**src/rtl/wave_pkg.sv**
```systemverilog
// rtl/wave_pkg.sv - shared constants, state enum and phase-to-index helper for wave_player
package wave_pkg;

    localparam int BITWIDTH = 9;
    localparam int DEPTH    = 360;
    localparam int ADDR_W   = 9;
    localparam int PHASE_W  = 24;
    localparam int DIV      = 4;
    localparam int DIV_W    = $clog2(DIV);

    localparam logic [ADDR_W-1:0]   DEPTH_A  = ADDR_W'(DEPTH);
    localparam logic [BITWIDTH-1:0] MIDSCALE = BITWIDTH'((1 << (BITWIDTH - 1)) - 1);

    typedef enum logic [1:0] {
        LOAD = 2'd0,
        PLAY = 2'd1,
        ERR  = 2'd2
    } state_e;

    // Top 16 phase bits scaled onto 0..DEPTH-1; the product's upper ADDR_W bits
    // are floor(p16 * DEPTH / 2^16), which is always below DEPTH.
    function automatic logic [ADDR_W-1:0] phase_to_index(input logic [PHASE_W-1:0] phase);
        logic [16+ADDR_W-1:0] prod;
        prod = {{ADDR_W{1'b0}}, phase[PHASE_W-1 -: 16]} * {16'b0, DEPTH_A};
        return prod[16 +: ADDR_W];
    endfunction

endpackage

```
**src/rtl/wave_ram.sv**
```systemverilog
// rtl/wave_ram.sv - DEPTH x BITWIDTH simple dual-port RAM with registered read
// Ports: clk; wr_en/wr_addr/wr_data write port; rd_en/rd_addr read request,
//        rd_data valid the cycle after rd_en and held while rd_en is low.
module wave_ram
    import wave_pkg::*;
(
    input  logic                clk,
    input  logic                wr_en,
    input  logic [ADDR_W-1:0]   wr_addr,
    input  logic [BITWIDTH-1:0] wr_data,
    input  logic                rd_en,
    input  logic [ADDR_W-1:0]   rd_addr,
    output logic [BITWIDTH-1:0] rd_data
);

    logic [BITWIDTH-1:0] mem [DEPTH];
    logic [BITWIDTH-1:0] rd_data_q;

    always_ff @(posedge clk) begin
        if (wr_en) begin
            mem[wr_addr] <= wr_data;
        end
        if (rd_en) begin
            rd_data_q <= mem[rd_addr];
        end
    end

    assign rd_data = rd_data_q;

endmodule

```
**src/rtl/wave_player.sv**
```systemverilog
// rtl/wave_player.sv - captures a waveform table and replays it with a DDS phase accumulator
// Optional macro WAVE_PLAYER_AMPLITUDE_EN adds the amp gain port and one output stage.
// Ports: clk, rst_n (async, active-low)
//        in_data/in_v/in_done : table load (in_data valid the cycle after in_v)
//        freq_word/freq_load  : phase increment, taken at the next sample tick
//        run                  : playback enable, 0 plays midscale
//        amp                  : unsigned gain (WAVE_PLAYER_AMPLITUDE_EN only)
//        out_sample/out_v     : DAC sample and new-sample strobe
//        ready/ovf/err        : table loaded / overflow (sticky) / short table (sticky)
module wave_player
    import wave_pkg::*;
(
    input  logic                clk,
    input  logic                rst_n,
    input  logic [BITWIDTH-1:0] in_data,
    input  logic                in_v,
    input  logic                in_done,
    input  logic [PHASE_W-1:0]  freq_word,
    input  logic                freq_load,
    input  logic                run,
`ifdef WAVE_PLAYER_AMPLITUDE_EN
    input  logic [7:0]          amp,
`endif
    output logic [BITWIDTH-1:0] out_sample,
    output logic                out_v,
    output logic                ready,
    output logic                ovf,
    output logic                err
);

    localparam logic [DIV_W-1:0] DIV_LAST = DIV_W'(DIV - 1);

    state_e              state_q, state_d;
    logic                in_v_q, in_v_d;
    logic [ADDR_W-1:0]   wr_addr_q, wr_addr_d;
    logic                ready_q, ready_d;
    logic                ovf_q, ovf_d;
    logic                err_q, err_d;
    logic [DIV_W-1:0]    div_q, div_d;
    logic [PHASE_W-1:0]  phase_q, phase_d;
    logic [PHASE_W-1:0]  freq_q, freq_d;
    logic [PHASE_W-1:0]  pend_q, pend_d;
    logic                pend_v_q, pend_v_d;
    logic [ADDR_W-1:0]   idx_q, idx_d;
    logic                v1_q, v1_d;     // stage 1: index registered
    logic                mid1_q, mid1_d; // stage 1 sample is forced midscale
    logic                v2_q, v2_d;     // stage 2: RAM data available
    logic                src_q, src_d;   // 1 = out sample comes from RAM

    logic                tick;
    logic                wr_en;
    logic                rd_en;
    logic [PHASE_W-1:0]  inc;
    logic [BITWIDTH-1:0] rd_data;
    logic [BITWIDTH-1:0] raw_sample;

    wave_ram u_ram (
        .clk     (clk),
        .wr_en   (wr_en),
        .wr_addr (wr_addr_q),
        .wr_data (in_data),
        .rd_en   (rd_en),
        .rd_addr (idx_q),
        .rd_data (rd_data)
    );

    always_comb begin
        state_d   = state_q;
        in_v_d    = in_v;
        wr_addr_d = wr_addr_q;
        ready_d   = ready_q;
        ovf_d     = ovf_q;
        err_d     = err_q;
        div_d     = div_q;
        phase_d   = phase_q;
        freq_d    = freq_q;
        pend_d    = pend_q;
        pend_v_d  = pend_v_q;
        idx_d     = idx_q;
        mid1_d    = mid1_q;
        src_d     = src_q;
        wr_en     = 1'b0;
        tick      = (state_q == PLAY) && (div_q == '0);
        // A frequency loaded before this tick takes effect at this tick.
        inc       = pend_v_q ? pend_q : freq_q;

        case (state_q)
            LOAD: begin
                if (in_v_q) begin
                    if (wr_addr_q < DEPTH_A) begin
                        wr_en     = 1'b1;
                        wr_addr_d = wr_addr_q + 1'b1;
                    end else begin
                        ovf_d = 1'b1;
                    end
                end
                // Completion is only judged once no strobe is in flight.
                if (in_done && !in_v_q && !in_v) begin
                    if (wr_addr_q == DEPTH_A) begin
                        state_d = PLAY;
                        ready_d = 1'b1;
                    end else begin
                        state_d = ERR;
                        err_d   = 1'b1;
                    end
                end
            end
            PLAY: begin
                div_d = (div_q == DIV_LAST) ? '0 : div_q + 1'b1;
            end
            default: begin
            end
        endcase

        if (tick) begin
            freq_d   = inc;
            pend_v_d = 1'b0;
            idx_d    = phase_to_index(phase_q);
            mid1_d   = !run;
            phase_d  = run ? phase_q + inc : '0;
        end
        // Placed after the tick so a load coinciding with a tick waits for the next one.
        if (freq_load) begin
            pend_d   = freq_word;
            pend_v_d = 1'b1;
        end

        v1_d = tick;
        v2_d = v1_q;
        if (v1_q) begin
            src_d = !mid1_q;
        end
        // Read only for real samples so rd_data holds between strobes.
        rd_en = v1_q && !mid1_q;
    end

    always_ff @(posedge clk or negedge rst_n) begin
        if (!rst_n) begin
            state_q   <= LOAD;
            in_v_q    <= 1'b0;
            wr_addr_q <= '0;
            ready_q   <= 1'b0;
            ovf_q     <= 1'b0;
            err_q     <= 1'b0;
            div_q     <= '0;
            phase_q   <= '0;
            freq_q    <= '0;
            pend_q    <= '0;
            pend_v_q  <= 1'b0;
            idx_q     <= '0;
            v1_q      <= 1'b0;
            mid1_q    <= 1'b1;
            v2_q      <= 1'b0;
            src_q     <= 1'b0;
        end else begin
            state_q   <= state_d;
            in_v_q    <= in_v_d;
            wr_addr_q <= wr_addr_d;
            ready_q   <= ready_d;
            ovf_q     <= ovf_d;
            err_q     <= err_d;
            div_q     <= div_d;
            phase_q   <= phase_d;
            freq_q    <= freq_d;
            pend_q    <= pend_d;
            pend_v_q  <= pend_v_d;
            idx_q     <= idx_d;
            v1_q      <= v1_d;
            mid1_q    <= mid1_d;
            v2_q      <= v2_d;
            src_q     <= src_d;
        end
    end

    assign raw_sample = src_q ? rd_data : MIDSCALE;

`ifdef WAVE_PLAYER_AMPLITUDE_EN
    localparam int PROD_W = BITWIDTH + 10;
    localparam logic signed [PROD_W-1:0] MID_S = PROD_W'(MIDSCALE);
    localparam logic signed [PROD_W-1:0] MAX_S = PROD_W'((1 << BITWIDTH) - 1);

    logic signed [BITWIDTH:0]   diff;
    logic signed [PROD_W-1:0]   prod;
    logic signed [PROD_W-1:0]   scaled;
    logic [BITWIDTH-1:0]        out_sample_q, out_sample_d;
    logic                       out_v_q, out_v_d;

    always_comb begin
        diff         = $signed({1'b0, raw_sample}) - $signed({1'b0, MIDSCALE});
        prod         = PROD_W'(diff) * $signed({{(PROD_W-8){1'b0}}, amp});
        scaled       = (prod >>> 8) + MID_S;
        out_v_d      = v2_q;
        out_sample_d = out_sample_q;
        if (v2_q) begin
            if (scaled[PROD_W-1]) begin
                out_sample_d = '0;
            end else if (scaled > MAX_S) begin
                out_sample_d = '1;
            end else begin
                out_sample_d = scaled[BITWIDTH-1:0];
            end
        end
    end

    always_ff @(posedge clk or negedge rst_n) begin
        if (!rst_n) begin
            out_sample_q <= MIDSCALE;
            out_v_q      <= 1'b0;
        end else begin
            out_sample_q <= out_sample_d;
            out_v_q      <= out_v_d;
        end
    end

    assign out_sample = out_sample_q;
    assign out_v      = out_v_q;
`else
    assign out_sample = raw_sample;
    assign out_v      = v2_q;
`endif

    assign ready = ready_q;
    assign ovf   = ovf_q;
    assign err   = err_q;

endmodule

```
**config.mk**
```make
export PLATFORM = sky130hd
export DESIGN_NAME = wave_player
export DESIGN_NICKNAME = d
export VERILOG_FILES = /design/src/rtl/wave_pkg.sv /design/src/rtl/wave_ram.sv /design/src/rtl/wave_player.sv
export SDC_FILE = /design/constraint.sdc
export NUM_CORES = 2
export LEC_CHECK = 0
export ABC_CLOCK_PERIOD_IN_PS = 5350
export CORE_UTILIZATION = 45
export CTS_CLUSTER_DIAMETER = 150
export CTS_CLUSTER_SIZE = 24
export DETAILED_ROUTE_END_ITERATION = 16
export GPL_TIMING_DRIVEN = 1
export MAX_ROUTING_LAYER = met4
export PLACE_DENSITY = 0.68
export SYNTH_ARGS = -nofsm -noshare
export SYNTH_HDL_FRONTEND = slang
export SYNTH_SLANG_ARGS = --single-unit
```
**constraint.sdc**
```tcl
create_clock -name clk -period 5.35 [get_ports clk]
set_input_delay 1.605 -clock clk [delete_from_list [all_inputs] [get_ports clk]]
set_output_delay 1.605 -clock clk [all_outputs]
set_load 0.005 [all_outputs]
```
# --- Yosys cells after proc, flatten, opt, wreduce, memory -nomap -nowiden ---
# Memories as Yosys holds them, arrays and structs flattened. A register that Yosys moved wholly into a read port is not among the register bits.
# Cells that the tools add are included.
word_totals:
  register_bits: 103
  latch_bits: 0
  ramBits: 3240
  rom_bits: 0
  inputBits: 39
  output_inout_bits: 13
  wordCells: 55
  memories: 1
op_classes:
  n_addsub: 3
  n_mul: 1
  div: 0
  n_lt_le_gt_ge: 1
  n_eq_ne: 3
  shift: 0
  mux: 12
  bitwise_logic: 2
  reduce_logical: 16
mem_list:
  columns: ["memory", "words", "width", "rd", "rd_clocked_by_memory_dff", "wr", "line_no", "source"]
  rows:
  - ["u_ram.mem", 360, 9, 1, 1, 1, "wave_ram.sv:16", "logic [BITWIDTH-1:0] mem [DEPTH];"]
ops:
  columns: ["operator", "count"]
  rows:
  - ["24-bit 2-to-1 mux", 2]
  - ["24-bit adder", 1]
  - ["16-bit by 6-bit multiplier with 22-bit output (second input constant)", 1]
  - ["3-bit AND reduction", 4]
  - ["9-bit by 1-bit adder with 9-bit output (second input constant)", 1]
  - ["9-bit equality test (second input constant)", 1]
  - ["9-bit less-than comparator (second input constant)", 1]
  - ["9-bit 2-to-1 mux", 1]
  - ["1-bit 2-to-1 mux", 7]
  - ["1-bit logical AND", 4]
  - ["1-bit logical NOT", 4]
  - ["2-bit logical NOT", 2]
  - ["2-bit 2-to-1 mux", 2]
  - ["2-bit by 1-bit adder with 2-bit output (second input constant)", 1]
  - ["2-bit by 1-bit equality test with 1-bit output (second input constant)", 1]
  - ["2-bit equality test (second input constant)", 1]
  - ["1-bit NOT", 2]
  - ["2-bit AND reduction", 1]
  - ["2-bit nonzero test", 1]

# --- Logic depth before layout (Yosys ltp) ---
logic_depth:
  ltp_word: 6
  mapped_depth: 15
  ltp_nobuf: 15

# --- Modules after synthesis ---
# Synthesis repeated with hierarchy kept, for this count alone.
unflattened:
  hier_cells: 6761
  hier_area_um2: 135248.5
modules_own_cells:
  columns: ["module", "n_inst", "cells_per_inst", "area_each_um2", "seq_area_each_um2"]
  rows:
  - ["wave_ram", 1, 6069, 128199.2, 97563.6]
  - ["wave_player", 1, 692, 7049.3, 2578.7]

# --- Worst setup path after synthesis ---
# OpenSTA, ideal clock, no wires.
synth_timing:
  path_type: "flip-flop to flip-flop"
  startpoint: "register pend_v_q"
  endpoint: "register phase_q[16]"
  setup_ns: 0.133
  t_arrival_ns: 3.650
  required_time_ns: 5.217
  slack_ns: 1.567
  stages_incl_launch_ff: 14
  n_path_buf: 2
  period_less_slack_ns: 3.783
  path_cell_list: "dfrtp_1 > clkbuf_1 > buf_1 > mux2_2 > ha_1 > fa_1 > a21o_1 > a21o_1 > a2111oi_0 > o311ai_0 > a41oi_1 > a21oi_1 > xnor2_1 > o21ai_0"
synth_via:
  elab_chain_len: 3
synth_lines:
  columns: ["element", "line_no", "source"]
  rows:
  - ["start: declaration", "wave_player.sv:43", "logic pend_v_q, pend_v_d;"]
  - ["start signal: assignment", "wave_player.sv:166", "pend_v_q <= pend_v_d;"]
  - ["24-bit 2-to-1 mux", "wave_player.sv:85", "inc = pend_v_q ? pend_q : freq_q;"]
  - ["net inc[0]", "wave_player.sv:53", "logic [PHASE_W-1:0] inc;"]
  - ["24-bit adder", "wave_player.sv:120", "phase_d = run ? phase_q + inc : '0;"]
  - ["24-bit 2-to-1 mux", "wave_player.sv:120", null]
  - ["end signal: assignment", "wave_player.sv:163", "phase_q <= phase_d;"]
  - ["end: declaration", "wave_player.sv:40", "logic [PHASE_W-1:0] phase_q, phase_d;"]
# The timed path passes the listed nets, and every way through them passes these cells.
# A chain may end at the register's enable or synchronous reset.

==> flow_metrics.env <==
export IMPL_p_int_mw=34.8
export IMPL_post_place_cells=10200
export IMPL_syn_to_final_growth_pct=7.77
export IMPL_met3_usage_pct=5.03
export IMPL_die_y_um=545
export IMPL_wl_per_cell_um=33.2
export IMPL_num_fill_cells=23100
export IMPL_status="complete, no violations"
export IMPL_crit_required_ps=5980
export IMPL_gr_usage_all_layers_pct=23.9
export IMPL_worst_slew_pin_slew_ps=1380
export IMPL_hold_path_class="reg2reg"
export IMPL_fin_tns_setup_ps=0
export IMPL_netlist_area_leader_share_pct=73.5
export IMPL_ioPinCount=52
export IMPL_numPortBuffers=51
export IMPL_synth_cells=6392
export IMPL_dp_hpwl_mm=211
export IMPL_drive_gt1_share_pct=20.6
export IMPL_setup_viol=0
export IMPL_max_stage_delay_ps=990
export IMPL_relSlewSlack_pct=7.31
export IMPL_route_vias_total=66200
export IMPL_use_met2_pct=35.7
export IMPL_gp_congestion=0.889
export IMPL_p_switching_mw=8.95
export IMPL_hold_viol_final=0
export IMPL_synth_xor_area_share_pct=0.284
export IMPL_power_frac_comb_pct=2.7
export IMPL_critPathKind="reg2reg"
export IMPL_dieArea_mm2=0.297
export IMPL_cts_tree="done"
export IMPL_critPathTopFamily="compound AO/OA/AOI/OAI gates"
export IMPL_synth_edf_count=3249
export IMPL_ys_seq_area_share_pct=75.5
export IMPL_synth_area_mux_share_pct=16.0
export IMPL_cp_max_fo=26
export IMPL_synth_seq_cells=3352
export IMPL_synth_top_family_by_area="multiplexers"
export IMPL_worstSetupEndpointType="register"
export IMPL_crit_arrival_ps=5490
export IMPL_nets=6609
export IMPL_first_pass_iters=8
export IMPL_synth_compound_area_share_pct=2.85
export IMPL_fin_cells=10400
export IMPL_synthAdderAreaFrac_pct=0.994
export IMPL_drt_iter0_markers=10600
export IMPL_skew_ps=79.5
export IMPL_pwr_share_seq_pct=65.9
export IMPL_ys_async_sr_fraction_pct=3.07
export IMPL_crit_path_cell_trace="buf_4 -> mux4_2 -> mux4_2 -> and2_1 -> a211oi_1 -> a311oi_1 -> o21ai_0 -> buf_4 -> o21ai_0"
export IMPL_drc=0
export IMPL_clock_path_buffers=4
export IMPL_h_tree_depth=4
export IMPL_p_sw_share_pct=20.4
export IMPL_netlist_area_mm2=0.133
export IMPL_wl_mm=347
export IMPL_synthTopCellsByArea="edfxtp_1, mux4_2, dfrtp_1"
export IMPL_yosysMostFrequentCell="edfxtp_1"
export IMPL_initial_utilization_pct=45.4
export IMPL_synth_top_area_cell="edfxtp_1"
export IMPL_clock_root_buffer="clkbuf_16"
export IMPL_critPathLaunchType="register"
export IMPL_powerDensity_mw_per_mm2=306
export IMPL_synth_avg_cell_area_um2=20.8
export IMPL_crit_buf_inv=2
export IMPL_antenna_found_initial=13
export IMPL_postCtsHoldBufs=0
export IMPL_max_cap_violations=0
export IMPL_finalCritPeriodShare_pct=90.9
export IMPL_yosys_top_cells_count="edfxtp_1, mux4_2, nor2_1"
export IMPL_grt_pass1_wl_mm=491
export IMPL_leakage_nw=42.3
export IMPL_grt_max_degree=165
export IMPL_path_clk_slew_ps=100
export IMPL_via_per_inst=6.35
export IMPL_fp_dieW_um=545
export IMPL_final_antenna_net_count=0
export IMPL_post_cts_resized=0
export IMPL_grt_use_met1_pct=32.8
export IMPL_grt_setup_unrepaired="false"
export IMPL_synth_fp_nets=6525
export IMPL_yosysWarnings=0
export IMPL_crit_slowest_cell="o21ai_0"
export IMPL_cts_made_buffers=165
export IMPL_clkPwrFrac_pct=31.4
export IMPL_numClockSinks=3352
export IMPL_timing_fmax_mhz=206
export IMPL_final_max_slew_violation_count=0
export IMPL_layout_min_cycle_time_ps=4860
export IMPL_yosys_area_share_simple_pct=2.56
export IMPL_fp_row_count=198
export IMPL_overflow=0
export IMPL_clkLatencyLatePin_ps=910
export IMPL_peakVddDrop_uv=233
export IMPL_grt_busiest_layer="met2"
export IMPL_total_power_mw=43.8
export IMPL_synth_ff_type="edfxtp_1"
export IMPL_yosysUniqueCellTypes=72
export IMPL_coreArea_mm2=0.292
export IMPL_cts_setup_buffers=0
export IMPL_grt_pass1_vias=64800
logic make-up after synthesis:
family | Yosys count
xor+xnor | 43
mux | 1113
simple gates | 800
flops | 3352
compound gates | 560
fa+ha+maj | 94
buf+inv | 430
worst register-to-register path: stages (launching register included):
cell      delay (ps)
dfrtp_4          850
buf_4            460
mux4_2           590
mux4_2           500
and2_1           180
a211oi_1         560
a311oi_1         170
o21ai_0          990
buf_4            250
o21ai_0           80
placed cells by master, fill, tap and decap left out, types with 9 or more instances in the layout:
cell type,count
a211oi_1,21
a21o_1,18
a21oi_1,106
a221oi_1,11
a22o_1,14
a22oi_1,57
a31oi_1,18
and2_1,16
buf_12,50
buf_4,187
buf_8,9
clkbuf_1,39
clkbuf_16,168
clkdlybuf4s50_1,41
dfrtp_1,95
edfxtp_1,3249
fa_1,19
ha_1,75
inv_1,57
mux2_2,77
mux2i_1,235
mux4_2,801
nand2_1,162
nand2_4,12
nand2b_1,22
nand3_1,32
nor2_1,427
nor2b_1,17
nor3_1,50
nor4_1,14
o21ai_0,84
o221ai_1,76
o22ai_1,86
o31ai_1,10
xnor2_1,25
xor2_1,18
registers in the layout, summed over array words and instances (netlist names), 2 cells and up:
name           count
pend_q            24
wr_addr_q          9
state_q            2
u_ram.rd_data      9
idx_q              9
u_ram.mem       3240
phase_q           24
freq_q            24
div_q              2
routing by layer:
| layer | wire, um | share of wire, % |
|---|---|---|
| met1 | 134000 | 39 |
| met2 | 161000 | 46 |
| met3 | 38000 | 11 |
| met4 | 13600 | 3.9 |
| met5 | 0 | 0 |
metrics by stage:
stage               util [%]  cell area [um^2]  setup WS [ps]  hold slack, ps
finish                  49.0            143000            488             428
global route            49.0            143000            396             440
CTS                     48.9            143000            646             428
detailed placement      47.4            139000            657             403
global placement        47.4            139000            664             408
floorplan                  -            133000           1570             388
area by class of cell:
cell class              instances  area, um^2  share of cell area [%]
diodes                          8        20.0                  0.0140
clock buffers                 207        4350                    3.04
clock inverters                 5        93.8                  0.0656
inverters                      60         230                   0.161
multi-input cells            2610       30300                    21.2
flip-flops and latches       3352      100000                    70.1
well taps                    3900        4880                    3.41
repair buffers                287        2950                    2.06
worst paths after layout:
check / from / endpoint / slack [ps] / depth (start not counted)
max: idx_q[0] / u_ram.rd_data[6] / 490 / 9
min: v1_q / out_v / 430 / 0
max reg2reg: idx_q[0] / u_ram.rd_data[6] / 490 / 9
min reg2reg: v1_q / out_v / 430 / 0
max in group asynchronous: rst_n / mid1_q / 3240 / 2
min in group asynchronous: rst_n / idx_q[5] / 990 / 1
power by group through the flow:
| stage | clock (mW) | sequential (mW) | combinational, mW |
|---|---|---|---|
| global route | 14.7 | 28.9 | 1.23 |
| global placement | 0 | 29.5 | 1.11 |
| CTS | 13.8 | 28.9 | 1.16 |
| detailed placement | 0 | 29.5 | 1.16 |
| finish | 13.8 | 28.9 | 1.17 |
| floorplan | 0 | 29.5 | 0.353 |
(Power assumes the default switching activity.)
